[src/rtl/dropout_pkg.sv]
// Shared constants and helpers for the streaming dropout unit: LFSR taps,
// the per-lane seed mixing constant, and the next-state / seed-mix functions.
package dropout_pkg;

   localparam logic [31:0] LANE_MIX = 32'h9E37_79B9;
   // Tap masks: 32-bit uses bits 31,21,1,0; 16-bit uses bits 15,14,12,3
   localparam logic [31:0] TAPS32   = 32'h8020_0003;
   localparam logic [15:0] TAPS16   = 16'hD008;

   // Fibonacci step, shift right with the feedback bit entering at the MSB
   function automatic logic [31:0] lfsr_next(input logic [31:0] state, input int unsigned width);
      logic [31:0] nxt;
      if (width == 16)
         nxt = {16'h0000, ^(state[15:0] & TAPS16), state[15:1]};
      else
         nxt = {^(state & TAPS32), state[31:1]};
      return nxt;
   endfunction

   function automatic logic [31:0] lane_seed(input logic [31:0] base, input int unsigned idx);
      logic [31:0] prod;
      prod = 32'(idx) * LANE_MIX;
      return base ^ prod;
   endfunction

endpackage

[src/rtl/dropout_lfsr.sv]
// Per-lane random word generator: seedable, advance-enabled LFSR whose state
// is never allowed to become zero.
module dropout_lfsr
   import dropout_pkg::*;
#(
   parameter int unsigned LFSR_WIDTH   = 32,
   parameter logic [31:0] SEED_DEFAULT = 32'hACE1_0001,
   parameter int unsigned LANE_IDX     = 0
) (
   input  logic                  clk,
   input  logic                  rst_n,
   input  logic                  load,
   input  logic [LFSR_WIDTH-1:0] seed,
   input  logic                  advance,
   output logic [LFSR_WIDTH-1:0] state
);

   localparam logic [31:0]           RST_MIX   = lane_seed(SEED_DEFAULT, LANE_IDX);
   localparam logic [LFSR_WIDTH-1:0] RST_TRUNC = RST_MIX[LFSR_WIDTH-1:0];
   localparam logic [LFSR_WIDTH-1:0] RST_STATE = (RST_TRUNC == '0) ? LFSR_WIDTH'(1) : RST_TRUNC;

   logic [31:0]           load_mix;
   logic [31:0]           step;
   logic [LFSR_WIDTH-1:0] load_val;
   logic [LFSR_WIDTH-1:0] state_reg;
   logic [LFSR_WIDTH-1:0] state_next;

   assign load_mix = lane_seed(32'(seed), LANE_IDX);
   assign step     = lfsr_next(32'(state_reg), LFSR_WIDTH);

   // Load beats advance so a same-cycle beat still sees the pre-load word
   always_comb begin
      load_val = load_mix[LFSR_WIDTH-1:0];
      if (load_val == '0)
         load_val = LFSR_WIDTH'(1);
      state_next = state_reg;
      if (load)
         state_next = load_val;
      else if (advance)
         state_next = step[LFSR_WIDTH-1:0];
   end

   always_ff @(posedge clk or negedge rst_n) begin
      if (!rst_n)
         state_reg <= RST_STATE;
      else
         state_reg <= state_next;
   end

   assign state = state_reg;

endmodule

[src/rtl/dropout_stream.sv]
// Multi-lane inverted-dropout stage: S1 samples data, per-lane keep masks and
// beat controls; S2 scales/saturates kept lanes and drives the output port.
module dropout_stream
   import dropout_pkg::*;
#(
   parameter int unsigned DATA_WIDTH   = 8,
   parameter int unsigned LANES        = 4,
   parameter int unsigned LFSR_WIDTH   = 32,
   parameter int unsigned FRAC_BITS    = 8,
   parameter logic [31:0] SEED_DEFAULT = 32'hACE1_0001
) (
   input  logic                             clk,
   input  logic                             rst_n,
   input  logic                             training_mode,
   input  logic [LFSR_WIDTH-1:0]            thresh,
   input  logic [DATA_WIDTH+FRAC_BITS-1:0]  scale,
   input  logic                             seed_load,
   input  logic [LFSR_WIDTH-1:0]            seed,
   input  logic                             s_valid,
   output logic                             s_ready,
   input  logic [LANES*DATA_WIDTH-1:0]      s_data,
   input  logic                             s_last,
   output logic                             m_valid,
   input  logic                             m_ready,
   output logic [LANES*DATA_WIDTH-1:0]      m_data,
   output logic [LANES-1:0]                 m_mask,
   output logic                             m_last,
   output logic [31:0]                      drop_count
);

   localparam int unsigned SCALE_W = DATA_WIDTH + FRAC_BITS;
   localparam int unsigned PROD_W  = 2*DATA_WIDTH + FRAC_BITS;
   localparam logic [DATA_WIDTH-1:0] DATA_MAX = '1;

   logic [LFSR_WIDTH-1:0]       lfsr_state [LANES];
   logic [LANES-1:0]            keep;
   logic                        accept;
   logic                        lfsr_adv;
   logic                        s2_ready;
   logic [31:0]                 drop_pop;
   logic [32:0]                 drop_sum;
   logic [LANES*DATA_WIDTH-1:0] scaled;

   logic                        s1_valid_reg;
   logic [LANES*DATA_WIDTH-1:0] s1_data_reg;
   logic [LANES-1:0]            s1_keep_reg;
   logic                        s1_last_reg;
   logic                        s1_train_reg;
   logic [SCALE_W-1:0]          s1_scale_reg;

   logic                        m_valid_reg;
   logic [LANES*DATA_WIDTH-1:0] m_data_reg;
   logic [LANES-1:0]            m_mask_reg;
   logic                        m_last_reg;
   logic [31:0]                 drop_count_reg;

   // Readiness looks only at occupancy and m_ready, never at s_valid
   assign s2_ready = !m_valid_reg || m_ready;
   assign s_ready  = !s1_valid_reg || s2_ready;
   assign accept   = s_valid && s_ready;
   assign lfsr_adv = accept && training_mode;

   for (genvar gi = 0; gi < LANES; gi++) begin : gen_lane
      logic [DATA_WIDTH-1:0] lane_d;
      logic [PROD_W-1:0]     prod;
      logic [PROD_W-1:0]     shifted;
      logic [DATA_WIDTH-1:0] sat_d;

      dropout_lfsr #(
         .LFSR_WIDTH   (LFSR_WIDTH),
         .SEED_DEFAULT (SEED_DEFAULT),
         .LANE_IDX     (gi)
      ) u_lfsr (
         .clk     (clk),
         .rst_n   (rst_n),
         .load    (seed_load),
         .seed    (seed),
         .advance (lfsr_adv),
         .state   (lfsr_state[gi])
      );

      assign keep[gi] = !training_mode || (lfsr_state[gi] >= thresh);

      assign lane_d  = s1_data_reg[gi*DATA_WIDTH +: DATA_WIDTH];
      assign prod    = PROD_W'(lane_d) * PROD_W'(s1_scale_reg);
      assign shifted = prod >> FRAC_BITS;
      assign sat_d   = (|shifted[PROD_W-1:DATA_WIDTH]) ? DATA_MAX : shifted[DATA_WIDTH-1:0];
      assign scaled[gi*DATA_WIDTH +: DATA_WIDTH] =
         !s1_train_reg ? lane_d : (s1_keep_reg[gi] ? sat_d : '0);
   end

   always_comb begin
      drop_pop = '0;
      for (int i = 0; i < LANES; i++)
         drop_pop = drop_pop + {31'b0, ~keep[i]};
   end

   assign drop_sum = {1'b0, drop_count_reg} + {1'b0, drop_pop};

   always_ff @(posedge clk or negedge rst_n) begin
      if (!rst_n) begin
         s1_valid_reg <= 1'b0;
         s1_data_reg  <= '0;
         s1_keep_reg  <= '0;
         s1_last_reg  <= 1'b0;
         s1_train_reg <= 1'b0;
         s1_scale_reg <= '0;
      end else if (s_ready) begin
         s1_valid_reg <= s_valid;
         if (s_valid) begin
            s1_data_reg  <= s_data;
            s1_keep_reg  <= keep;
            s1_last_reg  <= s_last;
            s1_train_reg <= training_mode;
            s1_scale_reg <= scale;
         end
      end
   end

   // Output registers only change when the downstream can take a new beat
   always_ff @(posedge clk or negedge rst_n) begin
      if (!rst_n) begin
         m_valid_reg <= 1'b0;
         m_data_reg  <= '0;
         m_mask_reg  <= '0;
         m_last_reg  <= 1'b0;
      end else if (s2_ready) begin
         m_valid_reg <= s1_valid_reg;
         if (s1_valid_reg) begin
            m_data_reg <= scaled;
            m_mask_reg <= s1_keep_reg;
            m_last_reg <= s1_last_reg;
         end
      end
   end

   always_ff @(posedge clk or negedge rst_n) begin
      if (!rst_n)
         drop_count_reg <= '0;
      else if (seed_load)
         drop_count_reg <= '0;
      else if (accept)
         drop_count_reg <= drop_sum[32] ? '1 : drop_sum[31:0];
   end

   assign m_valid    = m_valid_reg;
   assign m_data     = m_data_reg;
   assign m_mask     = m_mask_reg;
   assign m_last     = m_last_reg;
   assign drop_count = drop_count_reg;

endmodule

[config.mk]
export PLATFORM = sky130hd
export DESIGN_NAME = dropout_stream
export DESIGN_NICKNAME = d
export VERILOG_FILES = /design/src/rtl/dropout_pkg.sv /design/src/rtl/dropout_lfsr.sv /design/src/rtl/dropout_stream.sv
export SDC_FILE = /design/constraint.sdc
export NUM_CORES = 2
export LEC_CHECK = 0
export BUFFER_PORTS_ARGS = -buffer_cell sky130_fd_sc_hd__buf_2
export CORE_MARGIN = 1
export CORE_UTILIZATION = 55
export CTS_CLUSTER_SIZE = 20
export DETAILED_ROUTE_END_ITERATION = 7
export GPL_ROUTABILITY_DRIVEN = 0
export HOLD_SLACK_MARGIN = 0.05
export PLACE_DENSITY = 0.73
export RECOVER_POWER = 25
export SYNTH_ARGS = -nofsm -noshare
export SYNTH_HDL_FRONTEND = slang
export SYNTH_SLANG_ARGS = --single-unit
[constraint.sdc]
create_clock -name clk -period 7.65 [get_ports clk]
set_clock_uncertainty 0.1 [all_clocks]
set_input_delay 0.3825 -clock clk [delete_from_list [all_inputs] [get_ports clk]]
set_output_delay 0.3825 -clock clk [all_outputs]
set_load 0.02 [all_outputs]
Word level (Yosys, flattened, before mapping):

Index checks and enable logic that the tools add are counted.

* add/sub/neg operators: 4
* multiply operators: 4
* magnitude comparators: 4
* muxes and demuxes: 27
* bitwise gates (word level): 7
* reductions and logical operators: 27

Operators by type and width (count)
* $mux W32: 15
* $ge A32 B32 Y1: 4
* $logic_not A32 Y1: 4
* $reduce_xor A32 Y1: 4
* $mul A8 B16 Y24: 4
* $mux W8: 12
* $add A32 B4 Y33: 1
* $reduce_or A8 Y1: 4
* $not A20 Y20: 1
* $not A19 Y19: 1
* $not A18 Y18: 1
* $logic_or A1 B1 Y1: 6
* $add A3 B1 Y4: 1
* $not A1 Y1: 4
* $reduce_and A2 Y1: 2
* $reduce_bool A2 Y1: 2
* $add A2 B1 Y3: 1
* $logic_not A1 Y1: 3
* $add A1 B1 Y2: 1
* $logic_and A1 B1 Y1: 2

* register bits after elaboration: 253
* bits of input ports: 119
* output and inout port bits: 71
* word-level logic and storage cells: 88

Depth between registers and ports, before layout:

* depth after elaboration: 10
* gate-level depth with buffers: 23
* depth with buffers taken out: 23

Cells and area by module:

Synthesis repeated with hierarchy kept, for this count alone.

* cells, all modules: 3422
* area, all modules: 30638.1 um^2

By module, submodules not included
* dropout_stream: instances 1, cells an instance 2813, area each 24260.8 um^2, seq. area each 3128.0 um^2
* dropout_lfsr at gen_lane[1].u_lfsr: instances 1, cells an instance 152, area each 1616.6 um^2, seq. area each 822.0 um^2
* dropout_lfsr at gen_lane[2].u_lfsr: instances 1, cells an instance 154, area each 1606.5 um^2, seq. area each 823.3 um^2
* dropout_lfsr at gen_lane[3].u_lfsr: instances 1, cells an instance 152, area each 1594.0 um^2, seq. area each 822.0 um^2
* dropout_lfsr at gen_lane[0].u_lfsr: instances 1, cells an instance 151, area each 1560.2 um^2, seq. area each 812.0 um^2

Worst setup path before layout:

Ideal clock, no wire load.

* path kind: reg-to-reg
* from: reg s1_data_reg[19]
* to: reg m_data_reg[16] (netlist: m_data[16])
* setup time: 0.131 ns
* arrival: 5.077 ns
* data required time: 7.419 ns
* slack: 2.343 ns
* cell stages (with the launch flop): 20
* clock period less this slack: 5.307 ns
* cell sequence: dfrtp_1 -> clkbuf_1 -> and2_1 -> fa_1 -> fa_1 -> fa_1 -> inv_1 -> fa_1 -> inv_1 -> ha_1 -> clkbuf_1 -> nand3_1 -> a2111oi_0 -> a21oi_1 -> nand2_1 -> mux2_2 -> nor4_1 -> nand4_1 -> nor2_1 -> o21ai_0

* cells in the longest elaborated chain, start to end: 5

RTL lines
* start, declared: line dropout_stream.sv:45 `logic [LANES*DATA_WIDTH-1:0] s1_data_reg;`
* start signal, assigned: line dropout_stream.sv:111 `s1_data_reg <= s_data;`
* $mul A8 B16 Y24 (*): line dropout_stream.sv:85 `assign prod = PROD_W'(lane_d) * PROD_W'(s1_scale_reg);`
* $reduce_or A8 Y1: line dropout_stream.sv:87 `assign sat_d = (|shifted[PROD_W-1:DATA_WIDTH]) ? DATA_MAX : shifted[DATA_WIDTH-1:0];`
* $mux W8 (*): line dropout_stream.sv:87
* $mux W8 (*) (2 in series): line dropout_stream.sv:89 `!s1_train_reg ? lane_d : (s1_keep_reg[gi] ? sat_d : '0);`
* end signal, assigned: line dropout_stream.sv:130 `m_data_reg <= scaled;`
* end, declared: line dropout_stream.sv:52 `logic [LANES*DATA_WIDTH-1:0] m_data_reg;`

Mark *: on every way between the ends. The rest lies on a longest branch, timed or not.
A chain may end at the register's enable or synchronous reset.

Worst setup path in the final report:

* from: reg s1_scale_reg[13]
* to: reg m_data_reg[5] (netlist: m_data[5])

* cells in the longest elaborated chain, start to end: 5

RTL lines
* start, declared: line dropout_stream.sv:49 `logic [SCALE_W-1:0] s1_scale_reg;`
* start signal, assigned: line dropout_stream.sv:115 `s1_scale_reg <= scale;`
* $mul A8 B16 Y24 (*): line dropout_stream.sv:85
* $reduce_or A8 Y1: line dropout_stream.sv:87
* $mux W8 (*): line dropout_stream.sv:87
* $mux W8 (*) (2 in series): line dropout_stream.sv:89

Marked as above.

==> metrics.cfg <==
[hold_path]
hold_path_startpoint = seed[7]
hp-class = in -> reg
worstHoldPathCells = 4
hold_end = gen_lane[1].u_lfsr.state[0]$_DFFE_PN0P_

[worst_setup_path]
r2r-end = m_data[5]$_DFFE_PN0P_
r2r_start = s1_scale_reg[13]$_DFFE_PN0P_
cp_slowest_cell = dfrtp_1
rrSetupSlack_ns = 1.50
cp.required_ns = 8.02
critPathMaxFanout = 21
endpoint_kind = register
start_kind = register
crit_arrival_ns = 6.52
critPathMostFrequentCell = fa_1
cp_slowest_stage_delay_ns = 1.01
reg2reg_depth = 17
path_class = reg -> reg
cp_cell_sequence = buf_4, nand2_1, fa_1, fa_1, fa_1, fa_1, inv_1, ha_1, a21o_1, or4_1, o22ai_1, o41ai_1, xnor2_1, o2111a_1, nand4_1, nor2_1, o21ai_0

[timing]
hold_slack_ns = 0.0662
relSlewSlack_pct = -253
worstMarginPinSlew_ns = 5.30
setup_viol = 0
hold_viol_final = 0
grt_setup_unrepaired = false
tns_ns = 0
fin_crit_ns = 6.15
fin_crit_sh_pct = 80.4
fmax_ghz = 0.163
final-max-slew-violation-count = 107

[routing]
dr.pass1.iters = 5
wl_um = 81000
via_per_inst = 5.76
vias = 25300
routedWlPerCell_um = 18.4
final_antenna_net_count = 0
drcViolationCount = 0
drt_iter0_drc = 1428

[yosys]
synth_async_sr_flop_share_pct = 100
ys_ff_latch = 253
yosysSeqAreaShare_pct = 21.0
syn-num-nets = 4226
synth_cells = 3479
ys_warn_count = 0
syn_area_um2 = 30500
synth_edf_count = 0
ys_types = 76
syn_avg_cell_area_um2 = 8.77
synth_ff_type = dfrtp_1

[floorplanning]
die_w_um = 238
core.rowCount = 85
start_util_pct = 56.2
die_area_um2 = 56400
core_um2 = 54300
io_pins = 190
die_h_um = 238

[finish]
fin_util_pct = 62.1
fill_cells = 4685
largest_register_ffs = 128
syn2layout_area_growth_pct = 10.5
nets = 4375
layout-drive-gt1-share_pct = 8.76
multi_input_area_um2 = 22000
seqCellArea_um2 = 6410
final_cell_area_um2 = 33700

[place]
dp_hpwl_um = 58100
io_buffers = 189
dpl-instance-area_um2 = 32000

[status]
violations = max-capacitance violations, max-slew violations
status = finished with violations

[power_and_ir_drop]
ir_worst_vdd_uv = 210
p_leak_nw = 16.5
finalPower_w = 0.0104
power.density_nw_per_um2 = 310

[grt]
track_usage_pct = 29.3
first_global_vias = 26300
grt_overflow = 0
antenna_found_initial = 2
grt_pass1_wl_um = 134000
grt_max_degree = 107

[clock_network]
cts.reportedPaths.clkPinSlew_ns = 0.06
post-cts-setup-buffers = 0
cts_buffers = 31
cts_tree = yes
clockBufferDepth = 3
clock_latency_ns = 0.63
clock-sinks = 253
htree_num_levels = 1
cts_root_buffer = clkbuf_16

[flow_run]
cap_violations = 1

through the flow:
stage               instances  setup WS [ns]
CTS                      4392           1.52
detailed placement       4261           1.56
finish                   4393           1.50
global route             4393          0.947
floorplan                3479           2.34
global placement         4261           1.55
cells by family after synthesis:
kind of cell | count (synthesis) | synth area share (%)
and+or+nand+nor | 1299 | 21.5
adders and majority gates | 628 | 34.0
AOI/OAI and AO/OA | 612 | 12.6
buffers and inverters | 559 | 6.91
DFF | 253 | 21.0
muxes | 66 | 2.18
xor gates and xnor gates | 62 | 1.78
placed cells by master (no fill, tap or decap), types with 61 or more instances in the layout:
cell and n:
nand2_1 516, and2_1 393, inv_1 383, fa_1 335
ha_1 293, dfrtp_1 192, a21oi_1 190, buf_2 149
o21ai_0 118, nor2_1 117, a31oi_1 86, dlygate4sd3_1 73
a21o_1 65, mux2i_1 62, dfstp_2 61
worst max-delay path, delay by kind of cell, from the launching register on:
kind / cells / cell delay (ns)
flops: 1 / 1.01
xor+xnor: 1 / 0.16
simple gates: 4 / 1.08
buf+inv: 2 / 0.39
fa+ha+maj: 5 / 2.46
compound gates: 5 / 0.82
how the worst max path moves through the flow:
stage,endpoint,slack [ns],startpoint
2_1_floorplan,m_data[16]$_DFFE_PN0P_,2.34,s1_data_reg[19]$_DFFE_PN0P_
3_3_place_gp,drop_count[11]$_DFFE_PN0P_,1.55,gen_lane[0].u_lfsr.state[0]$_DFFE_PN1P_
3_5_place_dp,drop_count[21]$_DFFE_PN0P_,1.56,gen_lane[0].u_lfsr.state[0]$_DFFE_PN1P_
4_1_cts,drop_count[29]$_DFFE_PN0P_,1.52,gen_lane[0].u_lfsr.state[0]$_DFFE_PN1P_
5_1_grt,gen_lane[1].u_lfsr.state[27]$_DFFE_PN0P_,0.95,rst_n
6_report,m_data[5]$_DFFE_PN0P_,1.50,s1_scale_reg[13]$_DFFE_PN0P_
final cells by class:
type / instances / share of cell area (%)
clock inverter: 14 / 0.378
timing repair buffer: 291 / 5.52
clock buffer: 44 / 2.77
sequential: 253 / 19.0
tap: 739 / 2.74
multi-input combinational: 2667 / 65.3
antenna: 1 / 0.00742
inverter: 384 / 4.28
cells in the mapped netlist (11+ instances only):
library cell | n | area [um2]
a211oi_1 | 17 | 128
a21boi_0 | 30 | 225
a21o_1 | 65 | 488
a21oi_1 | 190 | 951
a31oi_1 | 86 | 538
and2_1 | 394 | 2460
and3_1 | 32 | 200
clkbuf_1 | 165 | 619
dfrtp_1 | 192 | 4800
dfstp_2 | 61 | 1600
fa_1 | 335 | 6710
ha_1 | 293 | 3670
inv_1 | 384 | 1440
mux2i_1 | 62 | 621
nand2_1 | 519 | 1950
nand2b_1 | 23 | 144
nand3_1 | 51 | 255
nand4_1 | 51 | 319
nor2_1 | 117 | 439
nor2b_1 | 16 | 100
nor3_1 | 19 | 95.1
nor3b_1 | 26 | 195
nor4_1 | 11 | 68.8
o211ai_1 | 12 | 90.1
o21a_1 | 11 | 82.6
o21ai_0 | 118 | 591
o21bai_1 | 17 | 128
xnor2_1 | 39 | 342
xor2_1 | 23 | 201
per-layer routing:
layer  vias up  share of wire [%]  track usage, %
li1      11800                  -               -
met1     12500                 41            36.9
met2       866                 48            50.8
met3       180                6.4            4.02
met4         0                3.8            11.4
met5         -                  0               0
where the power goes:
| group | switching [W] | internal, W |
|---|---|---|
| Sequential | 0.000339 | 0.00154 |
| Combinational | 0.00419 | 0.00283 |
| Clock | 0.000676 | 0.000865 |
| Total | 0.00521 | 0.00523 |
timing repair:
item / CTS / global route
endpoints found under the setup margin: 0 / 0
hold endpoints to repair: 189 / 0
hold buffers: 73 / 0
resized for setup: 0 / 0
Note: power is estimated with default switching activity, not from simulation.
